**config.mk**
```make
export PLATFORM = sky130hd
export DESIGN_NAME = memory_access_unit
export DESIGN_NICKNAME = d
export VERILOG_FILES = /design/src/rtl/memory_access_unit.sv
export SDC_FILE = /design/constraint.sdc
export NUM_CORES = 1
export LEC_CHECK = 0
export BUFFER_PORTS_ARGS = -buffer_cell sky130_fd_sc_hd__buf_2
export CAP_MARGIN = 15
export CORE_MARGIN = 10
export CORE_UTILIZATION = 41
export DETAILED_ROUTE_END_ITERATION = 10
export GPL_ROUTABILITY_DRIVEN = 0
export GPL_TIMING_DRIVEN = 0
export PLACE_DENSITY = 0.73
export SYNTH_ARGS = -nofsm -noshare
export SYNTH_HDL_FRONTEND = slang
export SYNTH_SLANG_ARGS = --single-unit
```
**constraint.sdc**
```tcl
create_clock -name clk -period 2 [get_ports clk]
set_input_delay 0.5 -clock clk [delete_from_list [all_inputs] [get_ports clk]]
set_output_delay 0.5 -clock clk [all_outputs]
set_load 0.03 [all_outputs]
```
**src/rtl/memory_access_unit.sv**
```systemverilog
`default_nettype none
// +----------------------------------------------------------------------+
// | Module  : memory_access_unit                                         |
// | Brief   : Pipeline memory stage. It issues word-aligned loads/stores |
// |           to the data memory with a bounded wait, and passes ALU and |
// |           call results through to writeback and forwarding.          |
// | Revision: 1.0 - initial release                                      |
// +----------------------------------------------------------------------+
module memory_access_unit #(
  parameter int DATA_W  = 32,
  parameter int RD_W    = 4,
  parameter int TIMEOUT = 16
) (
  input  logic              clk,
  input  logic              rst,
  // execute stage
  input  logic              ex_valid,
  input  logic [DATA_W-1:0] ex_alu_result,
  input  logic [DATA_W-1:0] ex_store_data,
  input  logic [RD_W-1:0]   ex_rd,
  input  logic [DATA_W-1:0] ex_pc,
  input  logic              ex_is_ld,
  input  logic              ex_is_st,
  input  logic              ex_is_wb,
  input  logic              ex_is_call,
  output logic              mem_stall,
  // data memory
  output logic              dmem_req,
  output logic              dmem_we,
  output logic [DATA_W-1:0] dmem_addr,
  output logic [DATA_W-1:0] dmem_wdata,
  input  logic              dmem_ack,
  input  logic [DATA_W-1:0] dmem_rdata,
  // writeback
  output logic              wb_valid,
  output logic              wb_we,
  output logic [RD_W-1:0]   wb_rd,
  output logic [DATA_W-1:0] wb_data,
  // forwarding
  output logic              fw_valid,
  output logic [RD_W-1:0]   fw_rd,
  output logic [DATA_W-1:0] fw_result,
  // errors
  output logic              err_misaligned,
  output logic              err_timeout
);

  localparam int CNT_W = (TIMEOUT > 2) ? $clog2(TIMEOUT) : 1;

  localparam logic [0:0]       c_idle    = 1'b0;
  localparam logic [0:0]       c_access  = 1'b1;
  localparam logic [CNT_W-1:0] c_cnt_max = CNT_W'(TIMEOUT - 1);

  logic [0:0]        state_q, state_d;
  logic [CNT_W-1:0]  cnt_q, cnt_d;
  logic [RD_W-1:0]   rd_q, rd_d;
  logic              dmem_req_q, dmem_req_d;
  logic              dmem_we_q, dmem_we_d;
  logic [DATA_W-1:0] dmem_addr_q, dmem_addr_d;
  logic [DATA_W-1:0] dmem_wdata_q, dmem_wdata_d;
  logic              wb_valid_q, wb_valid_d;
  logic              wb_we_q, wb_we_d;
  logic [RD_W-1:0]   wb_rd_q, wb_rd_d;
  logic [DATA_W-1:0] wb_data_q, wb_data_d;
  logic              err_mis_q, err_mis_d;
  logic              err_to_q, err_to_d;

  logic w_is_mem;
  logic w_misaligned;

  assign w_is_mem     = ex_is_ld | ex_is_st;
  assign w_misaligned = (ex_alu_result[1:0] != 2'b00);

  // Next-state and next-output logic for the IDLE/ACCESS controller
  always_comb begin
    state_d      = state_q;
    cnt_d        = cnt_q;
    rd_d         = rd_q;
    dmem_req_d   = dmem_req_q;
    dmem_we_d    = dmem_we_q;
    dmem_addr_d  = dmem_addr_q;
    dmem_wdata_d = dmem_wdata_q;
    wb_valid_d   = 1'b0;
    wb_we_d      = 1'b0;
    wb_rd_d      = wb_rd_q;
    wb_data_d    = wb_data_q;
    err_mis_d    = 1'b0;
    err_to_d     = 1'b0;

    case (state_q)
      c_idle: begin
        if (ex_valid) begin
          if (w_is_mem && w_misaligned) begin
            // Misaligned access retires without touching memory
            wb_valid_d = 1'b1;
            wb_rd_d    = ex_rd;
            wb_data_d  = '0;
            err_mis_d  = 1'b1;
          end else if (w_is_mem) begin
            // A simultaneous ld+st decodes as a load
            state_d      = c_access;
            cnt_d        = '0;
            rd_d         = ex_rd;
            dmem_req_d   = 1'b1;
            dmem_we_d    = ex_is_st & ~ex_is_ld;
            dmem_addr_d  = ex_alu_result;
            dmem_wdata_d = ex_store_data;
          end else begin
            wb_valid_d = 1'b1;
            wb_rd_d    = ex_rd;
            wb_we_d    = ex_is_wb;
            wb_data_d  = ex_is_call ? (ex_pc + DATA_W'(4)) : ex_alu_result;
          end
        end
      end
      default: begin
        // Ack is checked first so an ack on the last allowed cycle wins
        if (dmem_ack) begin
          state_d    = c_idle;
          dmem_req_d = 1'b0;
          wb_valid_d = 1'b1;
          wb_rd_d    = rd_q;
          wb_we_d    = ~dmem_we_q;
          wb_data_d  = dmem_we_q ? '0 : dmem_rdata;
        end else if (cnt_q == c_cnt_max) begin
          state_d    = c_idle;
          dmem_req_d = 1'b0;
          wb_valid_d = 1'b1;
          wb_rd_d    = rd_q;
          wb_data_d  = '0;
          err_to_d   = 1'b1;
        end else begin
          cnt_d = cnt_q + CNT_W'(1);
        end
      end
    endcase
  end

  // State and registered outputs, cleared by synchronous reset
  always_ff @(posedge clk) begin
    if (rst) begin
      state_q      <= c_idle;
      cnt_q        <= '0;
      rd_q         <= '0;
      dmem_req_q   <= 1'b0;
      dmem_we_q    <= 1'b0;
      dmem_addr_q  <= '0;
      dmem_wdata_q <= '0;
      wb_valid_q   <= 1'b0;
      wb_we_q      <= 1'b0;
      wb_rd_q      <= '0;
      wb_data_q    <= '0;
      err_mis_q    <= 1'b0;
      err_to_q     <= 1'b0;
    end else begin
      state_q      <= state_d;
      cnt_q        <= cnt_d;
      rd_q         <= rd_d;
      dmem_req_q   <= dmem_req_d;
      dmem_we_q    <= dmem_we_d;
      dmem_addr_q  <= dmem_addr_d;
      dmem_wdata_q <= dmem_wdata_d;
      wb_valid_q   <= wb_valid_d;
      wb_we_q      <= wb_we_d;
      wb_rd_q      <= wb_rd_d;
      wb_data_q    <= wb_data_d;
      err_mis_q    <= err_mis_d;
      err_to_q     <= err_to_d;
    end
  end

  // Stall is combinational so execute holds in the very cycle ack is absent
  assign mem_stall = (state_q == c_access) & ~dmem_ack;

  assign dmem_req       = dmem_req_q;
  assign dmem_we        = dmem_we_q;
  assign dmem_addr      = dmem_addr_q;
  assign dmem_wdata     = dmem_wdata_q;
  assign wb_valid       = wb_valid_q;
  assign wb_we          = wb_we_q;
  assign wb_rd          = wb_rd_q;
  assign wb_data        = wb_data_q;
  assign err_misaligned = err_mis_q;
  assign err_timeout    = err_to_q;

  assign fw_valid  = wb_valid_q & wb_we_q;
  assign fw_rd     = wb_rd_q;
  assign fw_result = wb_data_q;

endmodule
`default_nettype wire

```
# Word-level counts from Yosys, hierarchy flattened
# Index checks and enable logic that the tools add are counted.
# Widths: inputs -> output; s select.
[word_totals]
wordCells = 85
inputBits = 140
ff_bits = 115
output_inout_bits = 144
[op_classes]
reduce_logical = 10
bitwise_logic = 10
n_eq_ne = 6
muxes = 44
addsub = 2
[op_table]
columns = ["op", "count"]
rows = [
  ["$mux 32", 8],
  ["$mux 4", 12],
  ["$add 32x3->32 const B", 1],
  ["$mux 1", 24],
  ["$reduce_and 4->1", 2],
  ["$ne 2x2->1 const B", 3],
  ["$ne 3x2->1 const B", 2],
  ["$not 1->1", 6],
  ["$reduce_bool 2->1", 3],
  ["$reduce_or 3->1", 2],
  ["$reduce_and 5->1", 1],
  ["$add 4x1->4 const B", 1],
  ["$eq 4x4->1 const B", 1],
  ["$and 1x1->1", 3],
  ["$reduce_and 3->1", 1],
  ["$logic_and 1x1->1", 1],
  ["$or 1x1->1", 1],
]

# Longest topological paths before layout
# Gate-level depths: netlist of run 1.
[logic_depth]
word_depth = 6
depth_mapped = 8

# Worst setup path after synthesis of run 1
# No wires, ideal clock.
[synth_path]
path_type = "input -> register"
start = "input port dmem_ack"
end = "register wb_data_q[11] (netlist: fw_result[11])"
cell_stages = 7
n_path_buf = 2
required_time_ps = 1914
t_arrival_ps = 2030
path_slack_ps = -116
cell_sequence = "and2b_1 > and2_1 > clkbuf_1 > o21bai_1 > clkbuf_1 > a21oi_1 > a211oi_1"
[synth_between]
elab_chain_cells = 2
[synth_rtl]
columns = ["item", "line_no", "rtl"]
rows = [
  ["start: declaration", "32", "input logic dmem_ack,"],
  ["$ne 3x2->1 (no source line) or $mux 32 (tied branches)", "--", ""],
  ["$reduce_and 3->1 (no source line) or $mux 32 (tied branches)", "--", ""],
  ["end signal: assignment", "166", "wb_data_q <= wb_data_d;"],
  ["end: declaration", "64", "logic [DATA_W-1:0] wb_data_q, wb_data_d;"],
]
# Several ways; a longest one is shown, not always the timed one.
# A chain may end at the register's enable or synchronous reset.

# Final worst setup path of run 1
[layout_path]
start = "register state_q"
end = "register wb_data_q[23] (netlist: fw_result[23])"
[layout_between]
elab_chain_cells = 2
[layout_rtl]
columns = ["item", "line_no", "rtl"]
rows = [
  ["start: declaration", "54", "logic [0:0] state_q, state_d;"],
  ["start signal: assignment", "142", "state_q <= c_idle;"],
  ["start signal: assignment", "156", "state_q <= state_d;"],
  ["$ne 3x2->1 (no source line) or $reduce_bool 2->1 (tied branches)", "--", ""],
  ["$reduce_and 3->1 (no source line)", "--", ""],
]
# Several ways; a longest one is shown, not always the timed one.

==> results of run 1 <==
[metal layers]
metal | global-route usage | vias up | part of all wire
met3 | 0.0963 | 39 | 0.11
met5 | 0 | - | 0
li1 | - | 3025 | -
met1 | 0.267 | 2883 | 0.39
met2 | 0.401 | 294 | 0.48
met4 | 0.0781 | 0 | 0.020
[power groups by stage]
stage | clock [mW] | sequential (mW) | combinational [mW]
floorplan | 0 | 2.70 | 0.576
global placement | 0 | 2.51 | 1.25
detailed placement | 0 | 2.52 | 1.26
CTS | 3.36 | 2.47 | 1.28
global route | 3.46 | 2.48 | 1.39
finish | 3.34 | 2.47 | 1.29
[critical path: stages, from the launching register on]
cell,delay (ps)
dfxtp_1,440
buf_1,530
o21bai_4,210
buf_6,210
a221oi_1,240
a211oi_1,110
[Yosys cell counts, types with 3 or more instances]
cell type	n
buf_4	36
nor2_1	61
and4_1	3
nand3_1	10
mux2i_1	14
nor4_4	3
and2_1	4
nor3_1	23
clkbuf_1	39
mux2_2	3
a31oi_1	3
xnor2_1	11
xor2_1	10
nor4_1	8
inv_1	7
buf_2	4
dfxtp_1	115
a21oi_1	81
a211oi_1	20
nand2_1	151
o21ai_0	21
a311oi_1	7
nand4_1	7
a221oi_1	15
and3_1	6
[sequential cells by signal, indices dropped and copies added, names as in the netlist, 4 cells and up]
register / cells
fw_result: 32
dmem_addr: 32
dmem_wdata: 32
cnt_q: 4
fw_rd: 4
rd_q: 4
[per-stage QoR]
stage	utilization	setup WS (ps)	TNS [ps]	std cells
after floorplan	-	14.8	0	700
after global placement	0.542	-649	-36090	1158
after detailed placement	0.542	-656	-37530	1158
after CTS	0.596	2.16	0	1191
after global routing	0.599	-22.2	-49.0	1191
final	0.599	115	0	1192
[path summary, 6_finish.rpt]
path,startpoint,endpoint,cells past startpoint
worst max-delay path,state_q$_SDFF_PP0_,fw_result[23]$_SDFFE_PP0P_,5
worst min-delay path,dmem_ack,err_timeout$_SDFF_PP0_,2
worst max register to register,state_q$_SDFF_PP0_,fw_result[23]$_SDFFE_PP0P_,5
worst min register to register,dmem_wdata[22]$_SDFFE_PP0P_,dmem_wdata[22]$_SDFFE_PP0P_,2
[area by class of cell]
class,count,share of cell area
diodes,2,0.000631
plain buffers,81,0.0615
clock buffers,19,0.0545
clock inverters,13,0.0262
inverters,7,0.00331
multi-input cells,496,0.357
flip-flops and latches,115,0.290
well taps,176,0.0277
repair buffers,283,0.179
[what timing repair did]
| item | in CTS | in global routing |
|---|---|---|
| gates resized for setup | 19 | 18 |
| setup endpoints to repair | 72 | 56 |
| buffers inserted | 1 | 0 |
[kinds of logic (layout without fill, tap and decap cells)]
group                    after synthesis  in the layout  synth area share
other                                  0              2                 0
AO/OA/AOI/OAI                        167            167             0.189
adder cells (fa/ha/maj)                2              2           0.00451
flip-flops                           115            115             0.415
XOR/XNOR                              21             21            0.0332
multiplexers                          17             17            0.0314
buffers and inverters                 89            403            0.0869
AND/OR/NAND/NOR                      289            289             0.239
[cell usage in the layout (no fill, tap or decap), types with 3 or more instances in the layout]
| cell | n |
|---|---|
| clkbuf_2 | 7 |
| a21oi_1 | 81 |
| o21ai_0 | 21 |
| buf_4 | 38 |
| xnor2_1 | 11 |
| nor2_1 | 58 |
| a311oi_1 | 7 |
| xor2_1 | 10 |
| clkbuf_16 | 17 |
| mux2_2 | 3 |
| and4_1 | 3 |
| inv_1 | 7 |
| a211oi_1 | 20 |
| clkbuf_1 | 29 |
| nor2_2 | 3 |
| dfxtp_1 | 115 |
| clkinvlp_4 | 4 |
| nand3_1 | 10 |
| mux2i_1 | 14 |
| nor4_1 | 6 |
| nor3_1 | 22 |
| and2_1 | 3 |
| nand4_1 | 7 |
| a31oi_1 | 3 |
| nor4_4 | 4 |
| buf_2 | 285 |
| bufinv_16 | 5 |
| nand2_1 | 151 |
| a221oi_1 | 13 |
| and3_1 | 6 |
==> run_results.csv, run 1 <==
group,metric,value,unit
outcome,status,"finished, final reports clean",
clock_network,cts_tree,"yes",
synth,yosysTopAreaCellShare,0.415,
clock_network,ctsHoldBuffers,0,
timing,worstMarginPinSlew,744,ps
cells_and_area,drive_gt1_frac,0.386,
floorplan,die-width,136,microns
synth,synth_seq_area_share,0.415,
drt,vias,6241,
floorplan,die-area,0.0186,sq mm
pwr,sequentialPowerShare,0.348,
setup_path,cp-end-kind,"register",
synth,synth_warnings,0,
drt,ant_nets,0,
timing,slew_viol_final,0,
pwr,power_switching,2.03,mW
floorplan,coreArea,0.0132,sq mm
timing,rsz0062_at_grt,"yes",
cells_and_area,syn2layout_area_growth,43.2,%
pwr,p_int,5.06,mW
timing,hold_viol_final,0,
run,maxCapViolCount,0,
synth,synth_fp_nets,842,
synth,netlist_area,0.00554,sq mm
timing,max_freq,0.530,GHz
timing,slew_headroom,0.500,
clock_network,numCtsBuffers,17,
floorplan,start_util,0.419,
floorplan,num_rows,42,
hold_path,hold_path_class,"in -> reg",
pwr,sw_frac_of_total,0.286,
synth,synth_edf_count,0,
timing,hold_ws,265,ps
drt,routedWlPerCell,19.1,microns
clock_network,path_clk_slew,50,ps
pwr,p_leak,3.65,nW
drt,viasPerCell,5.24,
cells_and_area,multi_input_area,0.00284,sq mm
global_routing,grt_util_all_layers,0.237,
global_routing,grt_pass1_vias,6311,
cells_and_area,seq_area,0.00230,sq mm
clock_network,cts_buffer_depth,2,
setup_path,critPathRequiredTime,2280,ps
clock_network,htreeDepth,4,
synth,ys_types,56,
timing,period_share,0.943,
floorplan,die_h,136,microns
global_routing,grt_remaining_overflow,0,
drt,dr.pass1.iters,5,
synth,synthFlopType,"dfxtp_1",
global_routing,antenna_found_initial,3,
placement,place_area,0.00718,sq mm
synth,synth-seq-cells,115,
synth,avgSynthCellArea,7.92,sq um
setup_path,crit_type,"reg -> reg",
pwr,vdd_drop_max,0.846,mV
pwr,power_density,894,mW/mm^2
clock_network,numClockSinks,115,
cells_and_area,nFillCells,1268,
placement,io_buffers,282,
clock_network,root_buffer,"clkbuf_16",
drt,drt_iter0_markers,450,
cells_and_area,layout.nets,1143,
floorplan,io_pins,284,
cells_and_area,design_area,0.00794,sq mm
pwr,comb_power_share,0.182,
timing,fin_worst_skew,8.93,ps
placement,place_hpwl,17.7,mm
pwr,finalPower,7.09,mW
setup_path,ff2ff_setup_slack,110,ps
synth,async_flop_share,0,
clock_network,clk_latency,430,ps
synth,yosysTopAreaCell,"dfxtp_1",
setup_path,crit_arrival,2170,ps
pwr,p_clk_frac,0.471,
timing,period_needed,1890,ps
synth,synthCells,700,
timing,setup_viol,0,
setup_path,crit_fanout,10,
global_routing,grt_max_degree,17,
drt,drc,0,
global_routing,grt_pass1_wl,34.2,mm
drt,routed_wl,22.8,mm
synth,ys_top_cells_by_area,"dfxtp_1, nand2_1, a21oi_1",
setup_path,critPathLaunchType,"register",
(Power assumes the default switching activity.)
==> run 2, diff against run 1 <==
--- a/config.mk
+++ b/config.mk
@@ -12,7 +12,7 @@
 export DETAILED_ROUTE_END_ITERATION = 10
 export GPL_ROUTABILITY_DRIVEN = 0
 export GPL_TIMING_DRIVEN = 0
-export PLACE_DENSITY = 0.73
+export PLACE_DENSITY = 0.79
 export SYNTH_ARGS = -nofsm -noshare
 export SYNTH_HDL_FRONTEND = slang
 export SYNTH_SLANG_ARGS = --single-unit
==> run 2 against run 1 <==
  * Final area is 0.17% lower
  * Cell count unchanged
  * Register-to-register slack got worse by 40 ps
  * Critical endpoint is now fw_result[16]$_SDFFE_PP0P_
  * Worst hold slack improved by 9.6 ps
  * Highest routed layer unchanged
  * Fmax shrank 2.1%
  * Largest cell class unchanged
==> run_results.csv, run 2 (synthesis results as in run 1) <==
group,metric,value,unit
outcome,status,"finished, final reports clean",
cells_and_area,final_common_cell,"buf_2",
drt,vias,6343,
setup_path,worstSetupStartpoint,"state_q$_SDFF_PP0_",
clock_network,path_clk_slew,50,ps
setup_path,critPathRequiredTime,2270,ps
timing,fin_worst_skew,6.65,ps
global_routing,grt_pass1_vias,6232,
drt,routed_wl,23.3,mm
hold_path,min_from,"dmem_ack",
floorplan,die-width,136,microns
placement,io_buffers,282,
timing,slew_headroom,0.504,
timing,period_share,0.963,
cells_and_area,syn2layout_area_growth,42.9,%
setup_path,critPathLaunchType,"register",
timing,setup_viol,0,
placement,place_hpwl,18.1,mm
clock_network,cts_buffer_depth,2,
pwr,sw_frac_of_total,0.287,
clock_network,root_buffer,"clkbuf_16",
hold_path,hold_path_class,"in -> reg",
pwr,vdd_drop_max,0.590,mV
cells_and_area,multi_input_area,0.00282,sq mm
global_routing,grt_remaining_overflow,0,
floorplan,die_h,136,microns
clock_network,cts_tree,"yes",
setup_path,r2r-start,"state_q$_SDFF_PP0_",
drt,dr.pass1.iters,6,
setup_path,r2r_cells,5,
global_routing,grt_pass1_wl,34.5,mm
pwr,p_clk_frac,0.452,
timing,max_freq,0.519,GHz
timing,hold_viol_final,0,
cells_and_area,final_cell_mix,"buf_2, nand2_1, dfxtp_1",
floorplan,start_util,0.419,
pwr,p_int,4.92,mW
drt,drc,0,
setup_path,crit_arrival,2200,ps
timing,rsz0062_at_grt,"yes",
timing,worstMarginPinSlew,738,ps
floorplan,io_pins,284,
floorplan,coreArea,0.0132,sq mm
cells_and_area,nFillCells,1237,
cells_and_area,seq_area,0.00230,sq mm
drt,routedWlPerCell,19.6,microns
clock_network,clk_latency,420,ps
pwr,comb_power_share,0.190,
timing,period_needed,1930,ps
run,maxCapViolCount,0,
setup_path,ff2ff_setup_slack,70,ps
setup_path,reg2reg_to,"fw_result[16]$_SDFFE_PP0P_",
pwr,sequentialPowerShare,0.358,
floorplan,die-area,0.0186,sq mm
clock_network,htreeDepth,4,
hold_path,whs_path_depth,2,
pwr,power_switching,1.98,mW
timing,slew_viol_final,0,
setup_path,crit_type,"reg -> reg",
pwr,power_density,872,mW/mm^2
global_routing,grt_max_degree,20,
hold_path,min_to,"err_timeout$_SDFF_PP0_",
global_routing,antenna_found_initial,2,
cells_and_area,layout.nets,1143,
global_routing,grt_util_all_layers,0.240,
clock_network,numClockSinks,115,
floorplan,num_rows,42,
drt,viasPerCell,5.32,
drt,ant_nets,0,
pwr,p_leak,3.68,nW
pwr,finalPower,6.91,mW
drt,drt_iter0_markers,460,
setup_path,cp-end-kind,"register",
setup_path,crit_fanout,10,
cells_and_area,utilization,0.598,
cells_and_area,drive_gt1_frac,0.390,
clock_network,numCtsBuffers,17,
## run 2: layer usage
metal	global-route usage	wire (microns)	up-vias
met5	0	0	-
met4	0.0716	273	0
met3	0.0919	2650	26
met2	0.415	11700	296
met1	0.268	8730	2999
li1	-	-	3022
## run 2: how the worst max path moves through the flow
| stage | endpoint | slack [ps] | depth (start not counted) |
|---|---|---|---|
| 6_report | fw_result[16]$_SDFFE_PP0P_ | 70 | 5 |
| 4_1_cts | dmem_addr[15]$_SDFFE_PP0P_ | -20 | 6 |
| 5_1_grt | dmem_wdata[8]$_SDFFE_PP0P_ | -50 | 6 |
| 3_5_place_dp | dmem_addr[25]$_SDFFE_PP0P_ | -700 | 7 |
| 3_3_place_gp | dmem_addr[25]$_SDFFE_PP0P_ | -710 | 7 |
| 2_1_floorplan | fw_result[30]$_SDFFE_PP0P_ | 10 | 7 |
## run 2: what timing repair did
item / in CTS / in global routing
pin swaps: 0 / 0
hold buffers: 0 / 0
hold endpoints to repair: 0 / 0
gates cloned: 1 / 0
setup buffers: 2 / 0
resized for setup: 17 / 27
endpoints found under the setup margin: 74 / 57
## run 2: cell type report
cell class	instances	share of cell area
Timing Repair Buffer	285	0.184
Multi-Input combinational cell	496	0.356
Antenna cell	2	0.000632
Sequential cell	115	0.291
Clock buffer	23	0.0603
Buffer	79	0.0614
Inverter	7	0.00332
Clock inverter	9	0.0161
Tap cell	176	0.0278
## run 2: critical path: stages, from the launching register on
cell and delay (ps):
dfxtp_1 410, buf_1 530, o21bai_4 230, buf_4 210, a221oi_1 280, a211oi_1 120
## run 2: power by group through the flow
stage	sequential, mW	combinational [mW]	clock, mW
5_1_grt	2.48	1.41	3.25
6_report	2.47	1.31	3.12
3_5_place_dp	2.52	1.26	0
4_1_cts	2.47	1.30	3.15
2_1_floorplan	2.70	0.576	0
3_3_place_gp	2.51	1.25	0
## run 2: per-stage QoR
step / worst slack, ps / setup TNS (ps) / cells / instance area, sq um / hold WS, ps
final: 74.4 / 0 / 1192 / 7920 / 274
after global routing: -46.0 / -118 / 1190 / 7920 / 272
after floorplan: 14.8 / 0 / 700 / 5550 / 436
after global placement: -707 / -39260 / 1158 / 7180 / 438
after CTS: -20.6 / -49.0 / 1191 / 7880 / 267
after detailed placement: -700 / -40140 / 1158 / 7180 / 443
